==> src/rtl/mem_arb_pkg.sv <==
// Shared definitions for the IF/MEM memory port arbiter.
//   - arb_state_t : arbiter FSM encoding (IDLE, FETCH, DATA, RESP)
//   - GNT_IF/GNT_MEM : owner of the access currently in flight
//   - PERF_CNT_W  : width of the optional performance counters
//   - sat_inc     : saturating increment used by the counters
package mem_arb_pkg;

    localparam int PERF_CNT_W = 32;

    typedef enum logic [1:0] {
        IDLE  = 2'd0,
        FETCH = 2'd1,
        DATA  = 2'd2,
        RESP  = 2'd3
    } arb_state_t;

    localparam logic GNT_IF  = 1'b0;
    localparam logic GNT_MEM = 1'b1;

    function automatic logic [PERF_CNT_W-1:0] sat_inc(input logic [PERF_CNT_W-1:0] v);
        return (&v) ? v : v + 1'b1;
    endfunction

endpackage

==> src/rtl/arb_sat_counter.sv <==
// Saturating event counter for arbiter performance statistics.
// Ports:
//   clk   in   clock
//   clear in   synchronous clear (wired to the arbiter reset)
//   en    in   count this cycle
//   cnt   out  current count, sticks at all-ones
module arb_sat_counter
    import mem_arb_pkg::*;
(
    input  logic                  clk,
    input  logic                  clear,
    input  logic                  en,
    output logic [PERF_CNT_W-1:0] cnt
);

    always_ff @(posedge clk) begin
        if (clear) begin
            cnt <= '0;
        end else if (en) begin
            cnt <= sat_inc(cnt);
        end
    end

endmodule

==> src/rtl/mem_port_arbiter.sv <==
// Arbiter sharing one single-ported, variable-latency memory between the
// IF stage (fetch) and the MEM stage (load/store). Data accesses win over
// fetches; a fetch killed by a branch redirect runs to completion on the
// memory side but is never acknowledged.
//
// Ports:
//   clk, rst                  clock, synchronous active-high reset
//   if_req/if_addr/if_kill    fetch request, address, redirect kill
//   if_rdata/if_ack/if_stall  fetched word, completion pulse, stall
//   mem_req/mem_we/mem_addr/mem_wdata  data request
//   mem_rdata/mem_ack/mem_stall        load data, completion pulse, stall
//   ram_cs/ram_we/ram_addr/ram_wdata   registered memory command
//   ram_rdata/ram_ready                memory response
//   cnt_if_stall/cnt_mem_stall/cnt_conflict  performance counters
//
// Build option: define ARB_PERF_CNT_EN to enable the performance counters;
// without it the counter ports are tied to zero and no counter flops exist.
module mem_port_arbiter
    import mem_arb_pkg::*;
#(
    parameter int ADDR_W = 32,
    parameter int DATA_W = 32
) (
    input  logic                  clk,
    input  logic                  rst,
    input  logic                  if_req,
    input  logic [ADDR_W-1:0]     if_addr,
    input  logic                  if_kill,
    output logic [DATA_W-1:0]     if_rdata,
    output logic                  if_ack,
    output logic                  if_stall,
    input  logic                  mem_req,
    input  logic                  mem_we,
    input  logic [ADDR_W-1:0]     mem_addr,
    input  logic [DATA_W-1:0]     mem_wdata,
    output logic [DATA_W-1:0]     mem_rdata,
    output logic                  mem_ack,
    output logic                  mem_stall,
    output logic                  ram_cs,
    output logic                  ram_we,
    output logic [ADDR_W-1:0]     ram_addr,
    output logic [DATA_W-1:0]     ram_wdata,
    input  logic [DATA_W-1:0]     ram_rdata,
    input  logic                  ram_ready,
    output logic [PERF_CNT_W-1:0] cnt_if_stall,
    output logic [PERF_CNT_W-1:0] cnt_mem_stall,
    output logic [PERF_CNT_W-1:0] cnt_conflict
);

    arb_state_t state;
    logic       owner;
    logic       kill;

    // Stalls must drop in the ack cycle so the stage advances on that edge.
    assign if_stall  = if_req  & ~if_ack;
    assign mem_stall = mem_req & ~mem_ack;

    always_ff @(posedge clk) begin
        if (rst) begin
            state     <= IDLE;
            owner     <= GNT_IF;
            kill      <= 1'b0;
            ram_cs    <= 1'b0;
            ram_we    <= 1'b0;
            ram_addr  <= '0;
            ram_wdata <= '0;
            if_rdata  <= '0;
            mem_rdata <= '0;
            if_ack    <= 1'b0;
            mem_ack   <= 1'b0;
        end else begin
            if_ack  <= 1'b0;
            mem_ack <= 1'b0;
            case (state)
                IDLE: begin
                    if (mem_req) begin
                        state     <= DATA;
                        owner     <= GNT_MEM;
                        ram_cs    <= 1'b1;
                        ram_we    <= mem_we;
                        ram_addr  <= mem_addr;
                        ram_wdata <= mem_wdata;
                    end else if (if_req && !if_kill) begin
                        state    <= FETCH;
                        owner    <= GNT_IF;
                        ram_cs   <= 1'b1;
                        ram_we   <= 1'b0;
                        ram_addr <= if_addr;
                    end
                end
                FETCH, DATA: begin
                    // A kill in the ready cycle itself must still suppress the ack,
                    // hence the live if_kill term alongside the sticky flag.
                    if (owner == GNT_IF && if_kill) begin
                        kill <= 1'b1;
                    end
                    if (ram_ready) begin
                        ram_cs <= 1'b0;
                        state  <= RESP;
                        if (owner == GNT_IF) begin
                            if_rdata <= ram_rdata;
                            if_ack   <= ~(kill | if_kill);
                        end else begin
                            if (!ram_we) begin
                                mem_rdata <= ram_rdata;
                            end
                            mem_ack <= 1'b1;
                        end
                    end
                end
                RESP: begin
                    // No grant here: the requester still holds the request it
                    // is being acked for, and must not be served twice.
                    state <= IDLE;
                    kill  <= 1'b0;
                end
                default: state <= IDLE;
            endcase
        end
    end

`ifdef ARB_PERF_CNT_EN
    logic conflict;
    assign conflict = (state == IDLE) & if_req & mem_req;

    arb_sat_counter u_cnt_if_stall (
        .clk   (clk),
        .clear (rst),
        .en    (if_stall),
        .cnt   (cnt_if_stall)
    );

    arb_sat_counter u_cnt_mem_stall (
        .clk   (clk),
        .clear (rst),
        .en    (mem_stall),
        .cnt   (cnt_mem_stall)
    );

    arb_sat_counter u_cnt_conflict (
        .clk   (clk),
        .clear (rst),
        .en    (conflict),
        .cnt   (cnt_conflict)
    );
`else
    assign cnt_if_stall  = '0;
    assign cnt_mem_stall = '0;
    assign cnt_conflict  = '0;
`endif

endmodule
==> config.mk <==
export PLATFORM = sky130hd
export DESIGN_NAME = mem_port_arbiter
export DESIGN_NICKNAME = d
export VERILOG_FILES = /design/src/rtl/mem_arb_pkg.sv /design/src/rtl/arb_sat_counter.sv /design/src/rtl/mem_port_arbiter.sv
export SDC_FILE = /design/constraint.sdc
export NUM_CORES = 1
export LEC_CHECK = 0
export CORE_AREA = 2 2 140 142
export CTS_CLUSTER_SIZE = 25
export DETAILED_ROUTE_END_ITERATION = 16
export DIE_AREA = 0 0 142 144
export HOLD_SLACK_MARGIN = 0.12
export PLACE_DENSITY_LB_ADDON = 0.15
export SLEW_MARGIN = 20
export SYNTH_ARGS = -nofsm -noshare
export SYNTH_HDL_FRONTEND = slang
export SYNTH_HIERARCHICAL = 1
export SYNTH_SLANG_ARGS = --single-unit
==> constraint.sdc <==
create_clock -name clk -period 1.8 [get_ports clk]
set_clock_uncertainty 0.1 [all_clocks]
set_input_delay 0.36 -clock clk [delete_from_list [all_inputs] [get_ports clk]]
set_output_delay 0.36 -clock clk [all_outputs]
set_load 0.01 [all_outputs]
# After elaboration in Yosys (flattened, before gate mapping)
# Cells that the tools add are included.
[op_classes]
eq_ne = 6
mux = 16
n_reduce_logical = 17
bitwise_logic = 10
[ops]
columns = ["op", "count"]
rows = [
  ["2-to-1 mux 32 bit", 2],
  ["2-to-1 mux 1 bit", 8],
  ["AND reduction 2 bit", 4],
  ["NOT 1 bit", 7],
  ["2-to-1 mux 2 bit", 3],
  ["one-hot mux 2 bit (3 select lines)", 1],
  ["AND reduction 3 bit", 2],
  ["nonzero test 2 bit", 3],
  ["== test 2 bit (second input constant)", 2],
  ["inequality test 2 bit (second input constant)", 2],
  ["one-hot mux 1 bit (2 select lines)", 2],
  ["AND reduction 4 bit", 1],
  ["OR reduction 4 bit", 1],
  ["inequality test 3 bit (second input constant)", 1],
  ["OR reduction 3 bit", 1],
  ["bitwise AND 1 bit", 2],
  ["== test 2 x 1 -> 1 bit (second input constant)", 1],
  ["logical AND 1 bit", 2],
  ["logical NOT 2 bit", 1],
  ["OR reduction 2 bit", 1],
  ["logical NOT 1 bit", 1],
  ["OR 1 bit", 1],
]
[totals]
inputBits = 135
out_inout_bits = 230
regBits = 136

# Depth between registers and ports, before layout
[logic_depth]
word_depth = 5
depth_mapped = 8

# Worst setup path before layout
# No wires, ideal clock.
[synth_path]
path_kind = "reg2reg"
from = "register state[0]"
to = "register state[0]"
setup_ps = 121
stages_incl_launch_ff = 6
slack_ps = 212
arrival_time_ps = 1367
t_required_ps = 1579
path_cell_list = "dfxtp_1 inv_1 ha_1 buf_4 a2bb2oi_1 mux2_2"
[synth_between]
elab_chain_len = 4
word_cells_on_any_way = 9
classes_between = "eq/ne (5); mux (1); reduce/logical (3)"
[synth_rtl]
columns = ["element", "line_no", "rtl"]
rows = [
  ["from (decl)", "mem_port_arbiter.sv:50", "arb_state_t state;"],
  ["from (signal assigned)", "mem_port_arbiter.sv:60", "state <= IDLE;"],
  ["from (signal assigned)", "mem_port_arbiter.sv:77", "state <= DATA;"],
  ["from (signal assigned)", "mem_port_arbiter.sv:84", "state <= FETCH;"],
  ["== test 2 x 1 -> 1 bit / == test 2 bit (equally long branches)", "mem_port_arbiter.sv:74", "case (state)"],
  ["OR reduction 2 bit", "mem_port_arbiter.sv:74", ""],
  ["inequality test 2 bit (no source line)", "n/a", ""],
  ["AND reduction 2 bit (no source line)", "n/a", ""],
]
# Several ways; a longest one is shown, not always the timed one.
# A chain may end at the register's enable or synchronous reset.

# Worst setup path in the final report
[layout_path]
from = "register mem_rdata[17]"
to = "output mem_rdata[17]"
[layout_rtl]
columns = ["element", "line_no", "rtl"]
rows = [
  ["from (decl)", "mem_port_arbiter.sv:36", "output logic [DATA_W-1:0] mem_rdata,"],
  ["from (signal assigned)", "mem_port_arbiter.sv:105", "mem_rdata <= ram_rdata;"],
]
# No word-level cell between the ends.

==> summary.md <==
| Metric | Value |
|---|---|
| Outcome | complete, no violations |
| DRT antenna net count | 0 |
| Count of state elements after synthesis | 136 |
| Die height | 144 um |
| Max-cap violations | 0 |
| Most common flop cell mapped by yosys | dfxtp_1 |
| Wirelength per Cell | 13.4 um |
| Share of layout cells above drive strength 1 | 0.0905 |
| Xor/xnor share of the synthesized area | 0 |
| Synthesized area | 0.00628 mm2 |
| Layout area overhead | 53.9% |
| Required time of the critical path | 1.34 ns |
| Via Count | 5368 |
| Yosys warnings | 6 |
| Peak Freq | 568 MHz |
| Initial Util | 0.329 |
| Final Wtd Congestion | 0.772 |
| Cell area after placement | 0.00892 mm2 |
| PwrDens | 1210 mW/mm2 |
| Via/cell ratio | 4.28 |
| DR DRC count | 0 |
| DIE WIDTH | 142 um |
| Post-synth EDFFs | 0 |
| Port Buf Inserts | 268 |
| Global-route wire length before repair | 25.6 mm |
| I/O Pins | 365 |
| Period minus WS final | 1.76 ns |
| Mux contribution to synthesized area | 0.112 |
| Worst setup EP type | primary output |
| Adder-Cell Fraction of Synth Area | 0.00598 |
| Critical Path AT | 1.30 ns |
| Layout Cells excl Fill | 1255 |
| Synth Area in Compound Gates | 0.0911 |
| Largest net degree at the start of global routing | 43 |
| CP Max Fanout | 2 |
| Vias in the first global route | 4843 |
| CORE AREA | 0.0191 mm2 |
| CTS Buf Count | 17 |
| Reg2Reg Setup Slack | 0.15 ns |
| Max stage delay cell, worst path | clkdlybuf4s50_1 |
| Worst path top cell family by delay | buffers and inverters |
| Post-synthesis sequential area ratio | 0.434 |
| Min-delay src | ram_wdata[10]$_SDFFE_PP0P_ |
| DIE AREA | 0.0204 mm2 |
| GRT Overall Usage | 0.161 |
| CTS Sinks | 136 |
| Critical path type | reg2out |
| Simple-gate share of the synthesized area | 0.191 |
| Final instance area | 0.00966 mm2 |
| Critical path origin | mem_rdata[17]$_SDFFE_PP0P_ |
| Antenna diode count | 0 |
| CTS tree | yes |
| Setup Viol. Count Final | 0 |
| Slowest cell delay on critical path | 0.56 ns |
| Main combinational cell family by area after synthesis | simple AND/OR/NAND/NOR gates |
| Final Hold Viols | 0 |
| Peak VDD IR | 0.742 mV |
| Count of different cell masters after synthesis | 36 |
| Post-synth ARST share | 0 |
| Worst Setup Slack, final | 0.0407 ns |
| Routed Wire Length | 16.9 mm |
| Tcrit/Tclk final | 0.977 |
| Sequence of cells on the critical path | clkdlybuf4s50_1 |
| Floorplan row count | 51 |
| Pleak | 5.02 nW |
| Initial antenna violation count | 0 |
| Slew Limit Fails | 0 |
| Clock tree root driver cell | clkbuf_16 |
| First drt pass iteration count | 4 |
| HP Class | reg2reg |
| Detailed placement HPWL | 12.1 mm |
| Post-synth top area share | 0.434 |
| Top cells by area, synth | dfxtp_1 (43%), buf_4 (12%), nand2_1 (12%) |
| Worst-Skew Late Latency | 0.41 ns |
| Dpl ws | -0.248 ns |
| CTS max path bufs | 2 |
| Type of origin of the critical path | flop |
| Syn Inst Count | 743 |
| Iter 0 DRT Violations | 197 |
| Final #Nets | 1143 |
| WP buf/inv | 1 |
| Placed cells | 1224 |
| Post-synth top area cell | dfxtp_1 |
| CTS H-tree depth | 4 |
| Avg Inst Size Synth | 8.45 um2 |
| Post-CTS Setup Inserts | 0 |
| Clk pin slew, worst setup/hold paths | 0.06 ns |
| RSZ-0062 raised after global routing | false |
| R2R Path Start | state[1]$_SDFFE_PP0P_ |
| Grt ovf | 0 |
[timing repair]
item	CTS	global route
endpoints found under the setup margin	11	104
hold buffers	0	0
pin swaps	0	0
resized for setup	12	71
[sequential cells by signal (all words and copies together) (netlist names)]
signal and count:
mem_ack 1, owner 1, if_rdata 32, if_ack 1
kill 1, ram_addr 32, mem_rdata 32, ram_we 1
state 2, ram_cs 1, ram_wdata 32
[kinds of logic after synthesis]
family / count (synthesis)
other cells: 1
fa+ha+maj: 3
buf+inv: 149
simple gates: 279
flops: 136
mux: 66
compound gates: 109
[layer usage]
layer,vias up,part of all wire,routed length [um],global-route usage
met1,2407,0.42,7080,0.193
met2,219,0.49,8200,0.264
li1,2726,-,-,-
met4,0,0.014,233,0.0537
met5,-,0,0,0
met3,16,0.079,1340,0.0629
[worst min-delay path: cells and delay by family (launching register included)]
kind               cells  cell delay, ns
AOI/OAI and AO/OA      1            0.05
DFF                    1            0.30
and+or+nand+nor        1            0.05
[where the power goes]
part           leakage (nW)  switching [W]  total, W  internal (W)
sequential             1.11       0.000287   0.00392       0.00364
clock                 0.278        0.00135   0.00346       0.00210
combinational          3.63        0.00206   0.00428       0.00222
[cell usage in the layout (no fill, tap or decap), types with 7 or more instances in the layout]
master           instances
a21oi_1                 99
and2b_1                  7
buf_12                  12
buf_4                   13
clkbuf_16               17
clkdlybuf4s50_1        186
conb_1                  96
dfxtp_1                135
dlygate4sd2_1           11
dlymetal6s2s_1          69
mux2_2                  31
mux2i_1                 32
nand2_1                194
nand2b_1                 7
nor2_1                  35
nor2b_1                 27
[path summary, 6_finish.rpt]
kind	cells past startpoint	endpoint
worst max-delay path	1	mem_rdata[17]
worst min register to register	2	ram_wdata[10]$_SDFFE_PP0P_
worst max register to register	6	mem_rdata[12]$_SDFFE_PP0P_
worst min-delay path	2	ram_wdata[10]$_SDFFE_PP0P_
[synth_stat cells (3+ instances only)]
cell type  count
ha_1           3
buf_4        104
nor2b_1       27
nand2b_1       7
mux2_1         3
inv_1          5
nor2_1        35
a21oi_1       99
clkbuf_1       5
dfxtp_1      136
buf_2         28
buf_6          7
mux2_2        31
mux2i_1       32
and2b_1        7
nand2_1      194
[layout make-up]
class,count,area [um2]
repair buffers,292,3160
flip-flops and latches,136,2720
clock inverters,11,124
inverters,5,18.8
clock buffers,20,457
fillers,1870,9420
well taps,238,298
multi-input cells,553,2880
[stage by stage]
step	TNS [ns]	hold WS (ns)	utilization	total power, W
floorplan	0	0.322	-	0.00647
global placement	-7.27	0.341	0.467	0.00842
detailed placement	-7.34	0.346	0.467	0.00845
CTS	0	0.352	0.497	0.0119
global route	0	0.365	0.506	0.0124
finish	0	0.349	0.506	0.0117
Note: power is estimated with default switching activity, not from simulation.
